$ cat src/rtl/benes_cfg_loader.sv
// benes_cfg_loader
//   Control stage in front of the Benes network. Stage configuration words
//   arrive on a valid/ready stream and land in a shadow bank. A per-stage
//   written-mask tracks frame completeness. When a complete frame is waiting
//   and the datapath grants apply_en, the whole shadow bank is copied into the
//   active switch_selection array on one edge.
//
// Ports
//   clk, rst            clock, asynchronous active-high reset
//   cfg_valid/ready     config beat handshake
//   cfg_stage/bits/last target stage, switch settings (1 = crossed), frame end
//   cfg_flush           drop the shadow frame; active config kept
//   apply_en            downstream grant for a config swap
//   switch_selection    active per-stage switch settings (reset = identity)
//   cfg_pending         complete frame waiting for apply_en
//   cfg_applied         one-cycle pulse after a commit
//   err_range           one-cycle pulse: accepted beat addressed a missing stage
//   err_incomplete      one-cycle pulse: frame closed with stages missing
//   epoch               number of commits (wraps)
module benes_cfg_loader #(
  parameter int unsigned STAGE_NUM  = 5,
  parameter int unsigned SWITCH_NUM = 4,
  parameter int unsigned EPOCH_W    = 8,
  localparam int unsigned STAGE_W   = (STAGE_NUM > 1) ? $clog2(STAGE_NUM) : 1
) (
  input  logic                  clk,
  input  logic                  rst,
  input  logic                  cfg_valid,
  output logic                  cfg_ready,
  input  logic [STAGE_W-1:0]    cfg_stage,
  input  logic [SWITCH_NUM-1:0] cfg_bits,
  input  logic                  cfg_last,
  input  logic                  cfg_flush,
  input  logic                  apply_en,
  output logic [SWITCH_NUM-1:0] switch_selection [0:STAGE_NUM-1],
  output logic                  cfg_pending,
  output logic                  cfg_applied,
  output logic                  err_range,
  output logic                  err_incomplete,
  output logic [EPOCH_W-1:0]    epoch
);

  typedef enum logic {
    LOAD    = 1'b0,
    PENDING = 1'b1
  } state_t;

  state_t                  state_q, state_d;
  logic [STAGE_NUM-1:0]    mask_q, mask_d;
  logic [SWITCH_NUM-1:0]   shadow_q [STAGE_NUM];
  logic [SWITCH_NUM-1:0]   shadow_d [STAGE_NUM];
  logic [SWITCH_NUM-1:0]   sel_q    [STAGE_NUM];
  logic [SWITCH_NUM-1:0]   sel_d    [STAGE_NUM];
  logic [EPOCH_W-1:0]      epoch_q, epoch_d;
  logic                    applied_q, applied_d;
  logic                    err_range_q, err_range_d;
  logic                    err_inc_q, err_inc_d;

  logic                    accept;
  logic [STAGE_NUM-1:0]    hit;
  logic [STAGE_NUM-1:0]    mask_after;

  // Ready is held low during reset so nothing is accepted while state is
  // being forced.
  assign cfg_ready = !rst && (state_q == LOAD) && !cfg_flush;
  assign accept    = cfg_valid && cfg_ready;

  // One-hot decode of the target stage; an out-of-range index decodes to
  // no bit at all, which is what leaves the mask and shadow untouched.
  always_comb begin
    hit = '0;
    for (int unsigned s = 0; s < STAGE_NUM; s++) begin
      if (32'(cfg_stage) == s) hit[s] = 1'b1;
    end
  end

  assign mask_after = mask_q | hit;

  always_comb begin
    state_d     = state_q;
    mask_d      = mask_q;
    shadow_d    = shadow_q;
    sel_d       = sel_q;
    epoch_d     = epoch_q;
    applied_d   = 1'b0;
    err_range_d = 1'b0;
    err_inc_d   = 1'b0;

    if (cfg_flush) begin
      // Flush wins over a simultaneous apply_en; no commit, no error.
      mask_d  = '0;
      state_d = LOAD;
    end else begin
      case (state_q)
        LOAD: begin
          if (accept) begin
            for (int unsigned s = 0; s < STAGE_NUM; s++) begin
              if (hit[s]) shadow_d[s] = cfg_bits;
            end
            mask_d      = mask_after;
            err_range_d = (hit == '0);
            if (cfg_last) begin
              if (&mask_after) begin
                state_d = PENDING;
              end else begin
                err_inc_d = 1'b1;
                mask_d    = '0;
              end
            end
          end
        end
        PENDING: begin
          if (apply_en) begin
            sel_d     = shadow_q;
            epoch_d   = epoch_q + EPOCH_W'(1);
            mask_d    = '0;
            state_d   = LOAD;
            applied_d = 1'b1;
          end
        end
        default: state_d = LOAD;
      endcase
    end
  end

  always_ff @(posedge clk or posedge rst) begin
    if (rst) begin
      state_q     <= LOAD;
      mask_q      <= '0;
      shadow_q    <= '{default: '0};
      sel_q       <= '{default: '0};
      epoch_q     <= '0;
      applied_q   <= 1'b0;
      err_range_q <= 1'b0;
      err_inc_q   <= 1'b0;
    end else begin
      state_q     <= state_d;
      mask_q      <= mask_d;
      shadow_q    <= shadow_d;
      sel_q       <= sel_d;
      epoch_q     <= epoch_d;
      applied_q   <= applied_d;
      err_range_q <= err_range_d;
      err_inc_q   <= err_inc_d;
    end
  end

  assign switch_selection = sel_q;
  assign cfg_pending      = (state_q == PENDING);
  assign cfg_applied      = applied_q;
  assign err_range        = err_range_q;
  assign err_incomplete   = err_inc_q;
  assign epoch            = epoch_q;

endmodule

$ cat config.mk
export PLATFORM = sky130hd
export DESIGN_NAME = benes_cfg_loader
export DESIGN_NICKNAME = d
export VERILOG_FILES = /design/src/rtl/benes_cfg_loader.sv
export SDC_FILE = /design/constraint.sdc
export NUM_CORES = 1
export LEC_CHECK = 0
export CAP_MARGIN = 30
export CORE_UTILIZATION = 45
export CTS_BUF_LIST = sky130_fd_sc_hd__clkbuf_16
export DETAILED_ROUTE_END_ITERATION = 7
export MAX_ROUTING_LAYER = met4
export PLACE_DENSITY = 0.67
export SYNTH_ARGS = -nofsm -noshare
export SYNTH_HDL_FRONTEND = slang
export SYNTH_SLANG_ARGS = --single-unit
$ cat constraint.sdc
create_clock -name clk -period 2 [get_ports clk]
set_clock_uncertainty 0.2 [all_clocks]
set_input_delay 0.2 -clock clk [delete_from_list [all_inputs] [get_ports clk]]
set_output_delay 0.2 -clock clk [all_outputs]
set_load 0.01 [all_outputs]
==> reports/qor.txt, run 1 <==
CP startpoint kind - primary input
CP peak stage delay - 0.49 ns
Initial core utilization - 0.480
Clk sinks - 57
Distinct cells, synth - 30
Crit path DAT - 1.88 ns
I/O pins - 46
Syn Nets - 230
WS Path Type - in2reg
Sequential share of the synthesized area - 0.613
Nets - 293
Root Buffer Master - clkbuf_16
Commonest non-fill, non-tap cell in the layout - nand2_1
PwrDens - 889 mW/mm^2
CP Cell Sequence - clkdlybuf4s50_1, buf_4, nor2_1, nand4_1, a32oi_1, o21ai_1, o21ai_0
RSZ-0062 raised after global routing - no
Die area - 0.00546 mm^2
Via density - 5.00
Core Footprint - 0.00485 mm^2
Post-Synth XOR/XNOR Area - 0.0264
Final setup TNS - 0 ns
Detailed Routing Iterations Pass 1 - 4
Adder-cell area share of the yosys netlist - 0.00538
# diodes - 0
Simple-gate share of the synthesized area - 0.190
Fin crit share - 0.930
R2R depth - 4
Placed cell count - 335
Layout cells sized above 1 - 0.189
Synthesized area per cell - 10.8 um^2
CP max FO - 5
Worst Setup EP - mask_q[4]
Crit. path cell count - 7
RePlAce Congestion - 0.752
Hold Buf Count CTS - 0
Drt initial violations - 94
Final Slew Violations - 0
Initial antenna violation count - 0
Leak Pwr - 1.59 nW
CP max-delay cell - clkdlybuf4s50_1
Worst slew margin - 0.764
Maxcap violations - 0
Main combinational cell family by area after synthesis - simple AND/OR/NAND/NOR gates
FF-to-FF Start - cfg_pending
Routed wl met2 - 2.21 mm
Endpoints failing setup - 0
Total net switching power - 0.000595 W
Metal-1 WL - 2.35 mm
Most frequent cells in the layout - 74 x nand2_1, 57 x dfrtp_1, 44 x clkdlybuf4s50_1
Worst slew pin tran - 0.352 ns
Die H - 73.9 um
R2r setup slk - 0.26 ns
Gate count of the mapped netlist - 216
Sw frac - 0.208
CTS tree - yes
Max VDD drop - 0.000599 V
IO buf count - 45
Clock share of power - 0.488
Horiz. Die Dim - 73.9 um
Post-route insts no fill - 348
Layout area overhead - 38.6%
Global router's overall resource usage - 0.208
Hold WC Path Type - in2async
Reg-to-reg endpoint - shadow_q[16]
Vias in the first global route - 1682
TritonCTS buffer count - 9
Sequential Power Share - 0.447
Crit path max-delay family - compound AO/OA/AOI/OAI gates
Final core area utilization - 0.665
Final Hold Vio Count - 0
Compound-gate portion of the synthesized area - 0.0382
Drt total wl - 4.83 mm
Via count of the routed design - 1740
Register bit total from synthesis - 57
Routed wire per std cell - 13.9 um
Largest net degree at the start of global routing - 58
Residual DRC count - 0
Top sig layer - met4
Worst-path clk slew - 0.05 ns
Filler cell count - 386
First-pass GRT wire length - 8.02 mm
Worst Path Buf+Inv - 2
GR Overflow Total - 0
Tmin final - 1.86 ns
Metal3 WL - 177 um
Status - completed
Clock Latency Late Sink - 0.32 ns
Multiplexer share of the synthesized area - 0.0968
H-tree lvl count - 3
DP Wirelength - 3.14 mm
Hold Slack - 0.175 ns
Yosys warning total - 0
WP data required - 2.02 ns
CTS max path bufs - 2
Pint - 0.00227 W
Mapped Area - 0.00233 mm^2
Fmax - 0.537 GHz
Comb power frac - 0.065
Crit path from - cfg_stage[0]
Crit end category - flip-flop
# rows - 25
ANT nets after route - 0
## through the flow
step / instance area (um^2) / total power (W) / setup WS [ns]
6_report: 3220 / 0.00286 / 0.139
5_1_grt: 3220 / 0.00295 / 0.00564
4_1_cts: 3210 / 0.00287 / 0.0483
3_5_place_dp: 2940 / 0.00148 / -0.0770
3_3_place_gp: 2940 / 0.00147 / -0.0417
2_1_floorplan: 2330 / 0.00139 / 0.200
## registers in the layout, summed over array words and instances, names as in the netlist
signal,flops
cfg_pending,1
err_range,1
mask_q,5
switch_selection,20
err_incomplete,1
shadow_q,20
epoch,8
cfg_applied,1
## power groups by stage
stage	clock network (W)	registers [W]	logic, W
floorplan	0	0.00128	0.000110
global placement	0	0.00129	0.000179
detailed placement	0	0.00130	0.000184
CTS	0.00141	0.00128	0.000187
global route	0.00145	0.00129	0.000205
finish	0.00140	0.00128	0.000185
## what timing repair did
| action | 4_1_cts | 5_1_grt |
|---|---|---|
| setup endpoints to repair | 0 | 2 |
| buffers inserted | 0 | 0 |
| resized for setup | 0 | 3 |
## kinds of logic after synthesis
group	Yosys count
flip-flops	57
AND/OR/NAND/NOR	102
multiplexers	20
buffers and inverters	14
XOR/XNOR	7
AO/OA/AOI/OAI	15
adder cells (fa/ha/maj)	1
## layer usage
layer,vias up,track usage
li1,844,-
met1,833,0.265
met2,52,0.311
met3,11,0.0425
met4,0,0.115
met5,-,-
## worst min-delay path, cell delays in order
cell and delay [ns]:
clkdlybuf4s50_1 0.41, buf_4 0.14, inv_2 0.06, buf_12 0.27
## Yosys cell counts
master / number / area [um^2]
nand4_1: 5 / 31.3
nand3_1: 3 / 15.0
mux2_2: 20 / 225
o21ai_0: 7 / 35.0
ha_1: 1 / 12.5
nor2_1: 7 / 26.3
inv_1: 4 / 15.0
nand4_2: 1 / 12.5
xnor2_1: 5 / 43.8
clkinv_2: 1 / 5.00
o211ai_1: 1 / 7.51
dfrtp_1: 57 / 1430
nand2_1: 74 / 278
nor3_1: 3 / 15.0
o21ai_1: 1 / 5.00
nor2b_1: 1 / 6.26
nor3_2: 2 / 20.0
clkbuf_1: 2 / 7.51
nor3b_1: 1 / 7.51
buf_2: 5 / 25.0
xor2_1: 2 / 17.5
clkbuf_2: 1 / 5.00
and3_1: 3 / 18.8
a211oi_1: 2 / 15.0
a21oi_1: 1 / 5.00
a31oi_1: 2 / 12.5
nand2b_1: 1 / 6.26
a32oi_1: 1 / 8.76
or2_1: 1 / 6.26
buf_6: 1 / 11.3
## how the worst min path moves through the flow
stage	startpoint	endpoint	slack, ns	cells past startpoint
after CTS	rst	mask_q[1]	0.19	4
final	rst	mask_q[1]	0.17	4
after global routing	rst	mask_q[3]	0.23	4
after detailed placement	shadow_q[7]	switch_selection[7]	0.25	2
after global placement	shadow_q[16]	switch_selection[16]	0.25	2
after floorplan	cfg_flush	cfg_pending	0.07	1
## area by class of cell
cell class | instances | area, um^2 | area share
clock buffer | 9 | 225 | 0.0699
clock inverter | 4 | 41.3 | 0.0128
inverter | 5 | 20.0 | 0.00621
multi-input combinational | 145 | 841 | 0.261
sequential | 57 | 1430 | 0.443
tap | 67 | 83.8 | 0.0260
timing repair buffer | 61 | 586 | 0.182
No activity file was read; power rests on OpenSTA's default activity.
==> run 2, diff against run 1 <==
--- a/config.mk
+++ b/config.mk
@@ -8,6 +8,7 @@
 export CAP_MARGIN = 30
 export CORE_UTILIZATION = 45
 export CTS_BUF_LIST = sky130_fd_sc_hd__clkbuf_16
+export CTS_CLUSTER_SIZE = 25
 export DETAILED_ROUTE_END_ITERATION = 7
 export MAX_ROUTING_LAYER = met4
 export PLACE_DENSITY = 0.67
==> constraint.sdc (replaced) <==
create_clock -name clk -period 2.05 [get_ports clk]
set_clock_uncertainty 0.2 [all_clocks]
set_input_delay 0.205 -clock clk [delete_from_list [all_inputs] [get_ports clk]]
set_output_delay 0.205 -clock clk [all_outputs]
set_load 0.01 [all_outputs]
==> reports/qor.txt, run 2 (synthesis results as in run 1) <==
CP startpoint kind - flip-flop
Maxcap violations - 0 (unchanged)
First-pass GRT wire length - 7.72 mm (-3.8%)
Worst slew pin tran - 0.366 ns (+0.0138 ns)
Tmin final - 1.93 ns
Fin crit share - 0.941
Commonest non-fill, non-tap cell in the layout - nand2_1
CTS tree - yes
Core Footprint - 0.00485 mm^2 (unchanged)
PwrDens - 871 mW/mm^2 (-2.0%)
Max VDD drop - 0.000615 V (+2.7%)
Hold Buf Count CTS - 0 (unchanged)
Die H - 73.9 um (unchanged)
Register area - 0.00143 mm^2 (unchanged)
Via density - 4.88 (-2.4%)
R2R depth - 4 (unchanged)
Most frequent cells in the layout - 74 x nand2_1, 57 x dfrtp_1, 45 x clkdlybuf4s50_1
Sw frac - 0.204 (-0.00344)
Root Buffer Master - clkbuf_16
Layout cells sized above 1 - 0.181 (-0.00712)
Nets - 291 (-0.68%)
WS Path Type - reg2out
CTS max path bufs - 2 (unchanged)
Die area - 0.00546 mm^2 (unchanged)
IO buf count - 45 (unchanged)
DP Wirelength - 3.12 mm (-0.61%)
Pint - 0.00222 W (-2.1%)
RSZ-0062 raised after global routing - no
H-tree lvl count - 3 (unchanged)
Status - completed
Clock share of power - 0.490 (+0.002)
Reg-to-reg endpoint - shadow_q[8]
Endpoints failing setup - 0 (unchanged)
Worst slew margin - 0.755 (-0.00925)
Post-CTS Setup Bufs - 0 (unchanged)
# diodes - 0 (unchanged)
Global router's overall resource usage - 0.201 (-0.00735)
Clk sinks - 57 (unchanged)
Final Slew Violations - 0 (unchanged)
Routed wire per std cell - 13.0 um (-6.5%)
I/O pins - 46 (unchanged)
R2r setup slk - 0.32 ns (+0.06 ns)
Fmax - 0.518 GHz
# rows - 25 (unchanged)
Comb power frac - 0.063 (-0.002)
Post-CTS sizing - 0 (unchanged)
Clock Latency Late Sink - 0.31 ns (about the same)
Leak Pwr - 1.56 nW (-1.7%)
GR Overflow Total - 0 (unchanged)
TritonCTS buffer count - 9 (unchanged)
Drt initial violations - 79 (-16%)
FF-to-FF Start - cfg_pending
Hold WC Path Type - in2async
CP max FO - 7 (+2)
Crit end category - output port
Via count of the routed design - 1698 (-2.4%)
Vias in the first global route - 1618 (-3.8%)
Area of the multi-input gates - 831 um^2 (-1.2%)
Largest net degree at the start of global routing - 58 (unchanged)
Final core area utilization - 0.661 (-0.00361)
ANT nets after route - 0 (unchanged)
Total net switching power - 0.000571 W (-4.1%)
Worst-path clk slew - 0.05 ns (about the same)
Horiz. Die Dim - 73.9 um (unchanged)
Initial antenna violation count - 0 (unchanged)
Initial core utilization - 0.480 (unchanged)
Design Power - 0.00279 W (-2.5%)
WP data required - 1.64 ns (-0.38 ns)
Filler cell count - 404 (+4.7%)
RePlAce Congestion - 0.776 (+3.2%)
Crit path DAT - 1.53 ns (-0.35 ns)
Drt total wl - 4.51 mm (-6.5%)
Detailed Routing Iterations Pass 1 - 4 (unchanged)
Residual DRC count - 0 (unchanged)
Sequential Power Share - 0.447 (about the same)
Layout area overhead - 37.8%
Final Hold Vio Count - 0 (unchanged)
[run 2: critical path, cell delays in order (launching register included)]
cell and delay (ns):
dfrtp_1 0.44, nor3_1 0.19, clkdlybuf4s50_1 0.58
[run 2: layout make-up]
type	count	area share
tap	67	0.0262
timing repair buffer	59	0.177
clock inverter	6	0.0160
inverter	5	0.00625
sequential	57	0.445
multi-input combinational	145	0.259
clock buffer	9	0.0703
[run 2: power by group through the flow]
| stage | clock (W) | combinational (W) | sequential, W |
|---|---|---|---|
| after floorplan | 0 | 0.000108 | 0.00125 |
| after global placement | 0 | 0.000173 | 0.00126 |
| after detailed placement | 0 | 0.000177 | 0.00126 |
| after CTS | 0.00139 | 0.000179 | 0.00125 |
| after global routing | 0.00144 | 0.000197 | 0.00126 |
| final | 0.00137 | 0.000175 | 0.00125 |
[run 2: metrics by stage]
stage	instances	setup TNS [ns]	hold slack, ns	area (um^2)	setup slack, ns
4_1_cts	348	0	0.200	3210	0.0973
2_1_floorplan	216	0	0.0718	2330	0.245
6_report	348	0	0.181	3210	0.120
3_3_place_gp	333	0	0.246	2930	0.0171
5_1_grt	348	0	0.239	3210	0.0400
3_5_place_dp	333	-0.370	0.249	2930	-0.0845
[run 2: worst max-delay path by stage]
stage	from	end	slack [ns]	depth (start not counted)
final	cfg_pending	cfg_ready	0.12	2
after global routing	cfg_pending	cfg_ready	0.04	2
after CTS	cfg_pending	cfg_ready	0.1	2
after detailed placement	cfg_stage[1]	mask_q[0]	-0.08	6
after global placement	cfg_flush	shadow_q[18]	0.02	5
after floorplan	rst	cfg_applied	0.25	1
[run 2: layer usage]
layer / track usage / wire (um)
met3: 0.0494 / 159
met4: 0.0940 / 64
met2: 0.292 / 2100
met5: - / 0
met1: 0.265 / 2190
==> run 3, diff against run 2 <==
--- a/config.mk
+++ b/config.mk
@@ -6,12 +6,15 @@
 export NUM_CORES = 1
 export LEC_CHECK = 0
 export CAP_MARGIN = 30
-export CORE_UTILIZATION = 45
+export CELL_PAD_IN_SITES_DETAIL_PLACEMENT = 2
+export CELL_PAD_IN_SITES_GLOBAL_PLACEMENT = 2
+export CORE_ASPECT_RATIO = 1.2
+export CORE_UTILIZATION = 32
 export CTS_BUF_LIST = sky130_fd_sc_hd__clkbuf_16
 export CTS_CLUSTER_SIZE = 25
 export DETAILED_ROUTE_END_ITERATION = 7
 export MAX_ROUTING_LAYER = met4
-export PLACE_DENSITY = 0.67
+export PLACE_DENSITY_LB_ADDON = 0.05
 export SYNTH_ARGS = -nofsm -noshare
 export SYNTH_HDL_FRONTEND = slang
 export SYNTH_SLANG_ARGS = --single-unit
==> reports/qor.txt, run 3 (synthesis results as in run 1) <==
Final WS setup - 0.113 ns (-0.00709 ns)
RePlAce Congestion - 0.761 (-2.0%)
R2R depth - 4 (unchanged)
Worst slew margin - 0.721 (-0.0336)
PwrDens - 871 mW/mm^2 (about the same)
Root Buffer Master - clkbuf_16
# rows - 33 (+32%)
Post-CTS Setup Bufs - 0 (unchanged)
Most frequent cells in the layout - 74 x nand2_1, 57 x dfrtp_1, 45 x clkdlybuf4s50_1
Hold Buf Count CTS - 0 (unchanged)
Layout cells sized above 1 - 0.211 (+0.0296)
Finished Cell Area - 0.00329 mm^2 (+2.8%)
Residual DRC count - 0 (unchanged)
Reg-to-reg endpoint - shadow_q[8]
Hold WC Path Type - in2async
DP Wirelength - 4.21 mm (+35%)
Via count of the routed design - 1794 (+5.7%)
Cell area after placement - 0.00301 mm^2 (+2.6%)
Area of the multi-input gates - 831 um^2 (unchanged)
ANT nets after route - 0 (unchanged)
Horiz. Die Dim - 79.8 um (+8.0%)
CP startpoint kind - flip-flop
Clock Latency Late Sink - 0.32 ns (about the same)
CP max FO - 7 (unchanged)
Final Hold Vio Count - 0 (unchanged)
Crit end category - output port
DP Worst Slack - -0.177 ns (-0.0929 ns)
IO buf count - 45 (unchanged)
Drt total wl - 5.67 mm (+26%)
R2r setup slk - 0.30 ns (-0.02 ns)
Detailed Routing Iterations Pass 1 - 4 (unchanged)
Final setup TNS - 0 ns (unchanged)
Post-CTS sizing - 0 (unchanged)
RSZ-0062 raised after global routing - no
Crit path DAT - 1.53 ns (about the same)
Clk sinks - 57 (unchanged)
Global router's overall resource usage - 0.177 (-0.0242)
Largest net degree at the start of global routing - 51 (-12%)
Via density - 4.77 (-2.2%)
Initial core utilization - 0.335 (-0.144)
First-pass GRT wire length - 9.77 mm (+27%)
Filler cell count - 748 (+85%)
FF-to-FF Start - cfg_pending
Fmax - 0.516 GHz (-0.37%)
GR Overflow Total - 0 (unchanged)
Die area - 0.00762 mm^2 (+39%)
WP data required - 1.64 ns (about the same)
Endpoints failing setup - 0 (unchanged)
Die H - 95.4 um (+29%)
TritonCTS buffer count - 9 (unchanged)
Routed wire per std cell - 15.1 um (+16%)
CTS max path bufs - 2 (unchanged)
Layout area overhead - 41.6%
Nets - 298 (+2.4%)
Maxcap violations - 0 (unchanged)
CTS tree - yes
Leak Pwr - 1.60 nW (+2.7%)
I/O pins - 46 (unchanged)
Vias in the first global route - 1963 (+21%)
Tmin final - 1.94 ns (+0.00709 ns)
Final Slew Violations - 0 (unchanged)
Status - completed
Worst-path clk slew - 0.05 ns (about the same)
Drt initial violations - 59 (-25%)
WS Path Type - reg2out
# diodes - 0 (unchanged)
Fin crit share - 0.945 (+0.00346)
Register area - 0.00143 mm^2 (unchanged)
Core Footprint - 0.00694 mm^2 (+43%)
Max VDD drop - 0.000476 V (-23%)
H-tree lvl count - 3 (unchanged)
Worst slew pin tran - 0.416 ns (+0.0502 ns)
Initial antenna violation count - 0 (unchanged)
Post-route insts no fill - 376 (+8.0%)
Placed cell count - 360 (+8.1%)
Commonest non-fill, non-tap cell in the layout - nand2_1
## run 3: worst max path at each step
stage / startpoint / end / slack (ns) / depth (start not counted)
3_3_place_gp: cfg_stage[1] / mask_q[3] / 0.003 / 7
3_5_place_dp: cfg_stage[1] / mask_q[4] / -0.18 / 7
6_report: cfg_pending / cfg_ready / 0.11 / 2
4_1_cts: cfg_pending / cfg_ready / 0.09 / 2
5_1_grt: cfg_pending / cfg_ready / 0.01 / 2
2_1_floorplan: rst / cfg_applied / 0.25 / 1
## run 3: cell type report
class | instances | share of cell area
flip-flops and latches | 57 | 0.433
inverters | 5 | 0.00608
well taps | 87 | 0.0330
clock inverters | 7 | 0.0190
multi-input cells | 145 | 0.252
clock buffers | 9 | 0.0684
repair buffers | 66 | 0.188
## run 3: report_power, final
| group | total (W) | internal [W] | switching, W | leakage, nW |
|---|---|---|---|---|
| registers | 0.00125 | 0.00121 | 0.0000437 | 0.772 |
| logic | 0.000187 | 0.000107 | 0.0000801 | 0.680 |
| clock network | 0.00143 | 0.000927 | 0.000505 | 0.150 |
| total | 0.00287 | 0.00224 | 0.000629 | 1.60 |
## run 3: worst max-delay path, stage by stage (launching register included)
cell and delay (ns):
dfrtp_1 0.45, nor3_1 0.19, clkdlybuf4s50_1 0.57
## run 3: metrics by stage
stage               total power [W]  utilization  hold slack (ns)
global route                0.00299        0.475           0.0837
floorplan                   0.00136            -           0.0718
finish                      0.00287        0.475           0.0537
global placement            0.00145        0.433            0.249
CTS                         0.00292        0.475           0.0588
detailed placement          0.00146        0.433            0.253
## run 3: routing by layer
metal  vias to the layer above  global-route usage  part of all wire
met5                         -                   -                 0
met1                       903               0.205              0.42
met3                         5              0.0488             0.033
met4                         0              0.0402            0.0062
met2                        32               0.304              0.54
li1                        854                   -                 -
